### src/rtl/core_pkg.sv
// Shared fetch-side types and constants for the RV32I front end.
package core_pkg;

  localparam int          XLEN      = 32;
  localparam logic [31:0] NOP_INSTR = 32'h0000_0013;  // addi x0,x0,0
  localparam logic [31:0] RESET_PC  = 32'h0000_0000;

  // Front-end action for the current cycle; HOLD outranks REDIRECT.
  typedef enum logic [1:0] {
    ACT_RUN,
    ACT_HOLD,
    ACT_REDIRECT
  } fe_action_t;

  // IF/ID pipeline register contents.
  typedef struct packed {
    logic [XLEN-1:0] instr;
    logic [XLEN-1:0] pc;
    logic [XLEN-1:0] pc_plus4;
    logic            valid;
  } if_id_t;

endpackage

### src/rtl/pipeline_frontend_if.sv
// Hazard-unit / instruction-memory side bus of the fetch front end.
// master drives the hazard decisions and fetch data; slave is the front end.
interface pipeline_frontend_if #(
  parameter int DATA_WIDTH = 32,
  parameter int CNT_WIDTH  = 32
);

  logic                  Stall;
  logic                  Flush;
  logic [DATA_WIDTH-1:0] PCTargetE;
  logic [DATA_WIDTH-1:0] InstrF;
  logic [DATA_WIDTH-1:0] PCF;
  logic [DATA_WIDTH-1:0] InstrD;
  logic [DATA_WIDTH-1:0] PCD;
  logic [DATA_WIDTH-1:0] PCPlus4D;
  logic                  ValidD;
  logic                  FlushE;
  logic [CNT_WIDTH-1:0]  StallCnt;
  logic [CNT_WIDTH-1:0]  FlushCnt;

  modport master (
    output Stall, Flush, PCTargetE, InstrF,
    input  PCF, InstrD, PCD, PCPlus4D, ValidD, FlushE, StallCnt, FlushCnt
  );

  modport slave (
    input  Stall, Flush, PCTargetE, InstrF,
    output PCF, InstrD, PCD, PCPlus4D, ValidD, FlushE, StallCnt, FlushCnt
  );

endinterface

### src/rtl/pipeline_frontend_sat_counter.sv
// Saturating event counter: sticks at all-ones instead of wrapping.
module sat_counter #(
  parameter int WIDTH = 32
) (
  input  logic             clk,
  input  logic             rst,
  input  logic             i_en,
  output logic [WIDTH-1:0] o_count
);

  logic [WIDTH-1:0] r_count;

  // Count enabled cycles until the counter is full.
  always_ff @(posedge clk) begin
    if (rst) begin
      r_count <= '0;
    end else if (i_en && (r_count != {WIDTH{1'b1}})) begin
      r_count <= r_count + WIDTH'(1);
    end
  end

  assign o_count = r_count;

endmodule

### src/rtl/pipeline_frontend.sv
// Fetch-side controller: owns PC and IF/ID, turns Stall/Flush into
// hold/redirect/squash actions and requests the ID/EX bubble.
// The IF/ID record uses core_pkg::if_id_t, so DATA_WIDTH is expected to be XLEN.
module pipeline_frontend #(
  parameter int                    DATA_WIDTH = 32,
  parameter logic [DATA_WIDTH-1:0] RESET_PC   = core_pkg::RESET_PC,
  parameter logic [DATA_WIDTH-1:0] NOP_INSTR  = core_pkg::NOP_INSTR,
  parameter int                    CNT_WIDTH  = 32
) (
  input  logic                 clk,
  input  logic                 rst,
  pipeline_frontend_if.slave   bus
);

  import core_pkg::*;

  fe_action_t            w_action;
  logic [DATA_WIDTH-1:0] w_pc_plus4;
  logic                  w_stall_en;
  logic                  w_flush_en;
  logic [DATA_WIDTH-1:0] r_pcf;
  if_id_t                r_if_id;

  // Stall wins over Flush: a stalled E-stage branch has stale operands.
  always_comb begin
    w_action = ACT_RUN;
    if (bus.Stall) begin
      w_action = ACT_HOLD;
    end else if (bus.Flush) begin
      w_action = ACT_REDIRECT;
    end
  end

  assign w_pc_plus4 = r_pcf + DATA_WIDTH'(4);
  assign w_stall_en = (w_action == ACT_HOLD);
  assign w_flush_en = (w_action == ACT_REDIRECT);

  // PC and IF/ID update; reset discards whatever action was pending.
  always_ff @(posedge clk) begin
    if (rst) begin
      r_pcf            <= RESET_PC;
      r_if_id.instr    <= NOP_INSTR;
      r_if_id.pc       <= '0;
      r_if_id.pc_plus4 <= '0;
      r_if_id.valid    <= 1'b0;
    end else begin
      case (w_action)
        ACT_HOLD: begin
          r_pcf   <= r_pcf;
          r_if_id <= r_if_id;
        end
        ACT_REDIRECT: begin
          r_pcf            <= bus.PCTargetE;
          r_if_id.instr    <= NOP_INSTR;
          r_if_id.pc       <= '0;
          r_if_id.pc_plus4 <= '0;
          r_if_id.valid    <= 1'b0;
        end
        default: begin
          r_pcf            <= w_pc_plus4;
          r_if_id.instr    <= bus.InstrF;
          r_if_id.pc       <= r_pcf;
          r_if_id.pc_plus4 <= w_pc_plus4;
          r_if_id.valid    <= 1'b1;
        end
      endcase
    end
  end

  sat_counter #(.WIDTH(CNT_WIDTH)) u_stall_cnt (
    .clk     (clk),
    .rst     (rst),
    .i_en    (w_stall_en),
    .o_count (bus.StallCnt)
  );

  sat_counter #(.WIDTH(CNT_WIDTH)) u_flush_cnt (
    .clk     (clk),
    .rst     (rst),
    .i_en    (w_flush_en),
    .o_count (bus.FlushCnt)
  );

  // Bubble into ID/EX on hold, redirect, and throughout reset.
  assign bus.FlushE   = rst | (w_action != ACT_RUN);
  assign bus.PCF      = r_pcf;
  assign bus.InstrD   = r_if_id.instr;
  assign bus.PCD      = r_if_id.pc;
  assign bus.PCPlus4D = r_if_id.pc_plus4;
  assign bus.ValidD   = r_if_id.valid;

endmodule

### src/flat_wrapper.sv
// flat-port wrapper written by rule: the top's interface ports become plain ports
module pipeline_frontend_flat import core_pkg::*;
#(
  parameter int                    DATA_WIDTH = 32,
  parameter logic [DATA_WIDTH-1:0] RESET_PC   = core_pkg::RESET_PC,
  parameter logic [DATA_WIDTH-1:0] NOP_INSTR  = core_pkg::NOP_INSTR,
  parameter int                    CNT_WIDTH  = 32
)
  (clk, rst, bus_Stall, bus_Flush, bus_PCTargetE, bus_InstrF, bus_PCF, bus_InstrD, bus_PCD, bus_PCPlus4D, bus_ValidD, bus_FlushE, bus_StallCnt, bus_FlushCnt);
  pipeline_frontend_if #(.DATA_WIDTH(DATA_WIDTH), .CNT_WIDTH(CNT_WIDTH)) bus_i ();
  input  logic clk;
  input  logic rst;
  input wire logic [$bits(bus_i.Stall)-1:0] bus_Stall;
  input wire logic [$bits(bus_i.Flush)-1:0] bus_Flush;
  input wire logic [$bits(bus_i.PCTargetE)-1:0] bus_PCTargetE;
  input wire logic [$bits(bus_i.InstrF)-1:0] bus_InstrF;
  output wire logic [$bits(bus_i.PCF)-1:0] bus_PCF;
  output wire logic [$bits(bus_i.InstrD)-1:0] bus_InstrD;
  output wire logic [$bits(bus_i.PCD)-1:0] bus_PCD;
  output wire logic [$bits(bus_i.PCPlus4D)-1:0] bus_PCPlus4D;
  output wire logic [$bits(bus_i.ValidD)-1:0] bus_ValidD;
  output wire logic [$bits(bus_i.FlushE)-1:0] bus_FlushE;
  output wire logic [$bits(bus_i.StallCnt)-1:0] bus_StallCnt;
  output wire logic [$bits(bus_i.FlushCnt)-1:0] bus_FlushCnt;
  assign bus_i.Stall = bus_Stall;
  assign bus_i.Flush = bus_Flush;
  assign bus_i.PCTargetE = bus_PCTargetE;
  assign bus_i.InstrF = bus_InstrF;
  assign bus_PCF = bus_i.PCF;
  assign bus_InstrD = bus_i.InstrD;
  assign bus_PCD = bus_i.PCD;
  assign bus_PCPlus4D = bus_i.PCPlus4D;
  assign bus_ValidD = bus_i.ValidD;
  assign bus_FlushE = bus_i.FlushE;
  assign bus_StallCnt = bus_i.StallCnt;
  assign bus_FlushCnt = bus_i.FlushCnt;
  pipeline_frontend #(.DATA_WIDTH(DATA_WIDTH), .RESET_PC(RESET_PC), .NOP_INSTR(NOP_INSTR), .CNT_WIDTH(CNT_WIDTH)) u_core (.clk(clk), .rst(rst), .bus(bus_i));
endmodule
### config.mk
export PLATFORM = sky130hd
export DESIGN_NAME = pipeline_frontend_flat
export DESIGN_NICKNAME = d
export VERILOG_FILES = /design/src/rtl/core_pkg.sv /design/src/rtl/pipeline_frontend_if.sv /design/src/rtl/pipeline_frontend_sat_counter.sv /design/src/rtl/pipeline_frontend.sv /design/src/flat_wrapper.sv
export SDC_FILE = /design/constraint.sdc
export NUM_CORES = 1
export LEC_CHECK = 0
export ABC_AREA = 1
export CAP_MARGIN = 20
export CORE_AREA = 2 2 149 151
export CTS_CLUSTER_DIAMETER = 80
export CTS_CLUSTER_SIZE = 40
export DETAILED_ROUTE_END_ITERATION = 10
export DIE_AREA = 0 0 151 153
export PLACE_DENSITY = 0.77
export SYNTH_ARGS = -nofsm -noshare
export SYNTH_HDL_FRONTEND = slang
export SYNTH_HIERARCHICAL = 1
export SYNTH_SLANG_ARGS = --single-unit
### constraint.sdc
create_clock -name clk -period 1.71 [get_ports clk]
set_input_delay 0.342 -clock clk [delete_from_list [all_inputs] [get_ports clk]]
set_output_delay 0.342 -clock clk [all_outputs]
set_load 0.005 [all_outputs]
-- Word level (Yosys, flattened, before mapping)
Cells that the tools add are included.
- bits of input ports: 68
- word-level logic and storage cells: 22
- bits in registers: 193
- output and inout port bits: 194
- multiplexer cells: 4
- add/subtract/negate cells: 3
- equality and inequality tests: 4
- reduce and logical (&&, ||, !) cells: 3
- bitwise operators: 1
- operators with widths (operator ; number):
    one-hot mux 97 bit (2 select lines) ; 1
    adder 32 x 1 -> 32 bit (second input constant) ; 2
    != test 32 bit (second input constant) ; 2
    one-hot mux 32 bit (2 select lines) ; 1
    adder 32 x 3 -> 32 bit (second input constant) ; 1
    two-way mux 2 bit ; 2
    == test 2 x 1 -> 1 bit (second input constant) ; 1
    == test 2 bit (second input constant) ; 1
    logical AND 1 bit ; 2
    nonzero test 2 bit ; 1
    bitwise OR 1 bit ; 1

-- Logic depth before layout (Yosys ltp)
- word-level depth: 4
- mapped depth: 13
- depth with buffers taken out: 12

-- Modules after synthesis
The synthesis kept the hierarchy.
- modules (own cells, without submodules) (module ; times used ; cells each ; seq. area each (µm²) ; area each (µm²)):
    pipeline_frontend ; 1 ; 668 ; 2542.4 ; 5237.5
    sat_counter ; 2 ; 324 ; 640.6 ; 2062.0

-- Least setup slack after synthesis
No wires, ideal clock.
- kind: input to register
- start: in bus_Stall
- end: reg u_core.u_flush_cnt.r_count[17] (netlist: u_core/u_flush_cnt/o_count[17])
- buffers on the path: 1
- path slack: 0.047 ns
- stages: 13
- arrival time: 1.548 ns
- required time: 1.595 ns
- cells stage by stage: inv_2 nand2_1 inv_2 buf_2 inv_2 nor2_1 nand2_1 inv_2 nand2_1 nor2_1 nand3_2 nand2_1 nor2_1
- cells in the longest elaborated chain, start to end: 3
- ends and longest elaborated chain (element ; RTL line ; source):
    start: declaration ; flat_wrapper.sv:13 ; input wire logic [$bits(bus_i.Stall)-1:0] bus_Stall;
    two-way mux 2 bit ; pipeline_frontend.sv:27 ; if (bus.Stall) begin
    == test 2 bit ; pipeline_frontend.sv:36 ; assign w_flush_en = (w_action == ACT_REDIRECT);
    net u_core.w_flush_en ; pipeline_frontend.sv:20 ; logic w_flush_en;
    logical AND 1 bit ; pipeline_frontend_sat_counter.sv:17 ; end else if (i_en && (r_count != {WIDTH{1'b1}})) begin
    end signal: assignment ; pipeline_frontend_sat_counter.sv:18 ; r_count <= r_count + WIDTH'(1);
    end: declaration ; pipeline_frontend_sat_counter.sv:11 ; logic [WIDTH-1:0] r_count;
The timed path passes the listed nets, and every way through them passes these cells.
A chain may end at the register's enable or synchronous reset.

-- Final worst setup path
- start: reg u_core.r_pcf[29] (netlist: u_core/bus.PCF[29])
- end: out bus_PCF[29]
- RTL lines (element ; RTL line ; source):
    start: declaration ; pipeline_frontend.sv:21 ; logic [DATA_WIDTH-1:0] r_pcf;
    start signal: assignment ; pipeline_frontend.sv:49 ; r_pcf <= r_pcf;
    start signal: assignment ; pipeline_frontend.sv:53 ; r_pcf <= bus.PCTargetE;
    start signal: assignment ; pipeline_frontend.sv:60 ; r_pcf <= w_pc_plus4;
    end: declaration ; flat_wrapper.sv:17 ; output wire logic [$bits(bus_i.PCF)-1:0] bus_PCF;
No word-level cell between the ends.

==> results.txt <==
FF/Latch Area = 3970 um^2
crit path max-delay cell type = clkdlybuf4s50_1
syn_area_per_cell = 7.11 um^2
Worst setup EP type = output port
R2R setup slack = 0.11 ns
multi-input logic area = 4770 um^2
die width = 151 um
first drt pass iteration count = 5
Final min period = 1.68 ns
hold slack = 0.340 ns
Final Cycle Share = 98.0%
worst-case clock skew = 0.0182 ns
setup TNS = 0 ns
crit path kind = reg -> out
Psw = 2.63 mW
Via density = 5.15
clock share of power = 43.2%
post-cts hold buffer count = 0
clk slew on worst S/H paths = 0.09 ns
layout filler cell count = 1948
vias in the first global route = 9539
maximum vdd drop = 0.000630 V
Worst-Margin Slew = 1.00 ns
antenna violations before repair = 3
first-pass GRT wire length = 47.0 mm
IO buf count = 261
row cnt = 54
largest net degree at the start of global routing = 97
CP startpoint kind = flop
drt wl/cell = 15.3 um
WP buf/inv = 1
Max-Cap Viols = 0
register bit count reported by yosys = 191
outcome = finished, final reports clean
DP HPWL = 21.8 mm
final-report hold violation count = 0
Seq/Total Area, Yosys = 40.8%
Net Count, Synth = 1387
via count = 9984
Switching Fraction = 27.3%
dpl cells = 1891
crit-path cells = clkdlybuf4s50_1
Mapped Cells = 1316
commonest non-fill, non-tap cell in the layout = nand2_1
Final ANT Viol Nets = 0
CP max stage delay = 0.52 ns
Final #Nets = 1713
drt total wl = 29.7 mm
post-synth cell types = 34
Combinational Power Share = 9.0%
fin cells = 1937
Final setup viols = 0
layout cells sized above 1 = 19.7%
Pleak = 5.90 nW
hold crit path type = in -> reg
Max Clock Freq = 597 MHz
share of power burned in registers = 47.8%
Starting Density = 43.6%
Worst-Skew Late Latency = 0.44 ns
synthesis warning total = 6
Crit path max-delay family = buffers and inverters
crit path max fanout = 5
Slew headroom = 33.2%
CTS tree = yes
GRT Total Usage = 25.2%
boundary pin count = 262
core area = 21500 um^2
RSZ-0062 raised after global routing = no
Placed Area = 12700 um^2
Syn Std Cell Area = 9360 um^2
Clock Tree Buf Depth = 2
GRT overflow = 0
Slew Limit Fails = 0
WP data arrival = 1.33 ns
DIE HEIGHT = 153 um
Final Instance Area = 13600 um^2
die area = 23100 um^2
clk root buf = clkbuf_16
DR DRC count = 0
pwr/cell area = 707 nW/um^2
clk sink count = 191
internal power = 7.00 mW
Iter 0 DRT Violations = 665
Num CTS Buffers = 17
CTS H-Tree Depth = 4
Area Growth Syn to Fin = 45.4%
Core Util, Final = 63.4%
GP Congestion = 0.913
CP required = 1.37 ns
most frequent cells in the layout = nand2_1 (327), clkdlybuf4s50_1 (183), nor2_1 (168)
-- timing repair --
action,4_1_cts,5_1_grt
resized for setup,148,42
endpoints found under the setup margin,97,69
buffers inserted,9,3
pin swaps,1,8
-- Yosys cell counts --
master    instances  area (um^2)
clkbuf_2          1         5.00
buf_2            19         95.1
o21ai_1           5         25.0
nand3_2          16          160
buf_1             6         22.5
inv_2             9         33.8
inv_1           117          439
nor3_2            2         20.0
clkinv_1          2         7.51
dfxtp_1         191         3820
o32a_1            3         30.0
ha_1              3         37.5
nor2_4           14          158
nand4_2           4         50.1
a21oi_1          88          440
buf_4             4         30.0
a21oi_2           2         17.5
o211ai_1          4         30.0
nand4_1          24          150
nor2_8            4         80.1
nor3_1            6         30.0
nand2_4           9          101
a32o_1           33          330
nand2_1         327         1230
and2_1            3         18.8
nor2_1          171          642
nand3b_1          3         22.5
nor2_2           17          106
o21ai_0          55          275
buf_6            10          113
clkbuf_1         18         67.6
a31oi_1          18          113
nand3_1         113          566
nand2_2          15         93.8
-- path summary, 6_finish.rpt --
| path | startpoint | endpoint | depth (start not counted) |
|---|---|---|---|
| setup / recovery | u_core/bus.PCF[29]$_SDFFE_PP0N_ | bus_PCF[29] | 1 |
| hold / removal | rst | u_core/bus.PCD[23]$_SDFFE_PP0N_ | 4 |
| setup reg to reg | u_core/u_stall_cnt/o_count[17]$_SDFFE_PP0P_ | u_core/u_stall_cnt/o_count[27]$_SDFFE_PP0P_ | 11 |
| hold reg to reg | u_core/bus.PCPlus4D[11]$_SDFFE_PP0N_ | u_core/bus.PCPlus4D[11]$_SDFFE_PP0N_ | 2 |
-- power groups by stage --
stage	sequential [mW]	clock, mW	combinational [mW]
after global routing	4.62	4.44	0.938
after floorplan	4.73	0	0.340
final	4.61	4.16	0.867
after global placement	4.72	0	0.860
after detailed placement	4.73	0	0.870
after CTS	4.62	4.27	0.867
-- cells by family (layout without fill, tap and decap cells) --
group,Yosys count,count (layout),share of synthesized area [%]
AO/OA/AOI/OAI,208,208,13.5
adder cells (fa/ha/maj),3,3,0.401
buffers and inverters,186,525,8.69
flip-flops,191,191,40.8
other,0,2,0
AND/OR/NAND/NOR,728,728,36.6
-- layout make-up --
cell class	instances	share of cell area [%]
Antenna cell	2	0.0368
Clock buffer	17	3.12
Clock inverter	15	1.53
Inverter	128	3.55
Multi-Input combinational cell	939	35.0
Sequential cell	191	29.2
Tap cell	280	2.57
Timing Repair Buffer	365	25.0
-- per-stage QoR --
step	setup WS, ns	power, mW
4_1_cts	-0.0523	9.76
3_3_place_gp	-0.427	5.58
3_5_place_dp	-0.444	5.60
5_1_grt	0.000407	10.0
6_report	0.0339	9.63
2_1_floorplan	0.0473	5.07
-- sequential cells by signal, summed over array words and instances (netlist names) --
name / count
u_core/bus.InstrD: 32
u_core/bus.PCD: 32
u_core/bus.PCF: 32
u_core/u_flush_cnt/o_count: 32
u_core/u_stall_cnt/o_count: 32
u_core/bus.PCPlus4D: 30
u_core/bus.ValidD: 1
-- per-layer routing --
metal	global-route usage [%]	vias to the layer above	share of wire (%)
met4	7.30	2	1.6
met5	0	-	0.044
met2	45.0	326	50
met3	4.99	35	7.3
li1	-	4987	-
met1	30.3	4634	41
(Power assumes the default switching activity.)
==> RTL edit, RTL diff (config.mk and constraints unchanged) <==
Make the reset (`rst`) asynchronous in 2 clocked blocks.
--- a/src/rtl/pipeline_frontend_sat_counter.sv
+++ b/src/rtl/pipeline_frontend_sat_counter.sv
@@ -11,7 +11,7 @@
   logic [WIDTH-1:0] r_count;
 
   // Count enabled cycles until the counter is full.
-  always_ff @(posedge clk) begin
+  always_ff @(posedge clk or posedge rst) begin
     if (rst) begin
       r_count <= '0;
     end else if (i_en && (r_count != {WIDTH{1'b1}})) begin
--- a/src/rtl/pipeline_frontend.sv
+++ b/src/rtl/pipeline_frontend.sv
@@ -36,7 +36,7 @@
   assign w_flush_en = (w_action == ACT_REDIRECT);
 
   // PC and IF/ID update; reset discards whatever action was pending.
-  always_ff @(posedge clk) begin
+  always_ff @(posedge clk or posedge rst) begin
     if (rst) begin
       r_pcf            <= RESET_PC;
       r_if_id.instr    <= NOP_INSTR;
Function: differs if rst is asserted again (counterexample within 4 cycles, from zero or initial values and one cycle with rst high); with rst held inactive, the same outputs for 10 cycles.
==> RTL edit against the original RTL <==
Largest cell class is now flip-flops and latches; wire length increased by 11%; cell area increased by 9.0%; worst setup slack got worse by 0.026 ns; sequential cell count unchanged; synthesized area increased by 8.5%; die area unchanged; critical endpoint is now bus_FlushCnt[0]; register-to-register slack got worse by 0.05 ns.
Power is not compared: it rests on default switching activity, and its combinational part moved more than twofold at a synthesized area within 25%.
==> RTL edit: results <==
set metrics [dict create \
    yosys-top-cells-count "nand2_1, dfrtp_1, nor2_1" \
    dr.max_layer_used "met4" \
    async_flop_share 1.00 \
    ys_top_cells_by_area "dfrtp_1, nand2_1, nor2_1, inv_1, nand3_1" \
    synth_adder_area_share 0.00370 \
    cp_slowest_stage_delay_ns 0.42 \
    drive_gt1_frac 0.166 \
    n_all_buffers 413 \
    grt_max_degree 70 \
    dr_wl_met2_um 15600 \
    syn-num-nets 1435 \
    regToRegStartpoint "u_core/u_flush_cnt/o_count[0]$_DFFE_PP0P_" \
    synthFlopType "dfrtp_1" \
    status "finished, final reports clean" \
    skew_ns 0.0144 \
    synth_compound_area_frac 0.0677 \
    wl_met3_um 2260 \
    met1_usage 0.381 \
    grt_use_met2 0.454 \
    antenna_cells 0 \
    grt_usage 0.282 \
    ys_seq_area_frac 0.471 \
    ys_types 32 \
    finalWeightedCongestion 0.899 \
    multi_input_comb_cells 1017 \
    clkbuf_count 18 \
    buffer_area_frac 0.263 \
    totalWireLength_um 32900 \
    cp_max_fo 3 \
    ff2ff_path_depth 9 \
    r2r_end "u_core/u_flush_cnt/o_count[12]$_DFFE_PP0P_" \
    dp.cells 1917 \
    drtIter0Drc 686 \
    post_drt_via_cell_ratio 5.14 \
    synth-xor-area-share 0.0207 \
    antenna_found_initial 0 \
    cp_slowest_cell "dfrtp_1" \
    multi_input_area_share 0.320 \
    dp_hpwl_um 22800 \
    tightest_slew_ns 0.868 \
    drt-wirelength-per-cell_um 16.1 \
    layout.clock.cell_area_share 0.0389 \
]
-- RTL edit: cell families after synthesis --
family,after synthesis
compound gates,109
fa+ha+maj,3
xor+xnor,24
flops,191
buf+inv,157
simple gates,880
-- RTL edit: through the flow --
| step | setup WS [ns] | instance area, um2 |
|---|---|---|
| after CTS | 0.0000886 | 14600 |
| after global routing | -0.0659 | 14800 |
| after detailed placement | -0.401 | 13300 |
| final | 0.00770 | 14800 |
| after global placement | -0.418 | 13300 |
| after floorplan | -0.994 | 10200 |
-- RTL edit: how the worst min path moves through the flow --
| stage | depth (start not counted) | slack, ns | end | from |
|---|---|---|---|---|
| floorplan | 1 | 0.46 | u_core/u_flush_cnt/o_count[0]$_DFFE_PP0P_ | rst |
| global placement | 2 | 0.46 | u_core/bus.PCPlus4D[14]$_DFFE_PP0N_ | u_core/bus.PCPlus4D[14]$_DFFE_PP0N_ |
| detailed placement | 2 | 0.46 | u_core/bus.PCPlus4D[28]$_DFFE_PP0N_ | u_core/bus.PCPlus4D[28]$_DFFE_PP0N_ |
| CTS | 4 | 0.31 | u_core/u_stall_cnt/o_count[27]$_DFFE_PP0P_ | rst |
| global route | 4 | 0.32 | u_core/u_stall_cnt/o_count[31]$_DFFE_PP0P_ | rst |
| finish | 4 | 0.32 | u_core/u_stall_cnt/o_count[1]$_DFFE_PP0P_ | rst |
-- RTL edit: what timing repair did --
action	4_1_cts	5_1_grt
setup buffers	88	11
pin swaps	0	6
cloned	0	1
resized for setup	84	61
setup endpoints to repair	107	107
-- RTL edit: worst reg2reg max path, stage by stage, from the launching register on --
cell and delay (ns):
dfrtp_1 0.41, ha_2 0.21, inv_2 0.07, nor2_8 0.16
nand2_2 0.12, nor2_4 0.14, a21oi_1 0.10, buf_4 0.19
nand2_1 0.08, nand2_1 0.06
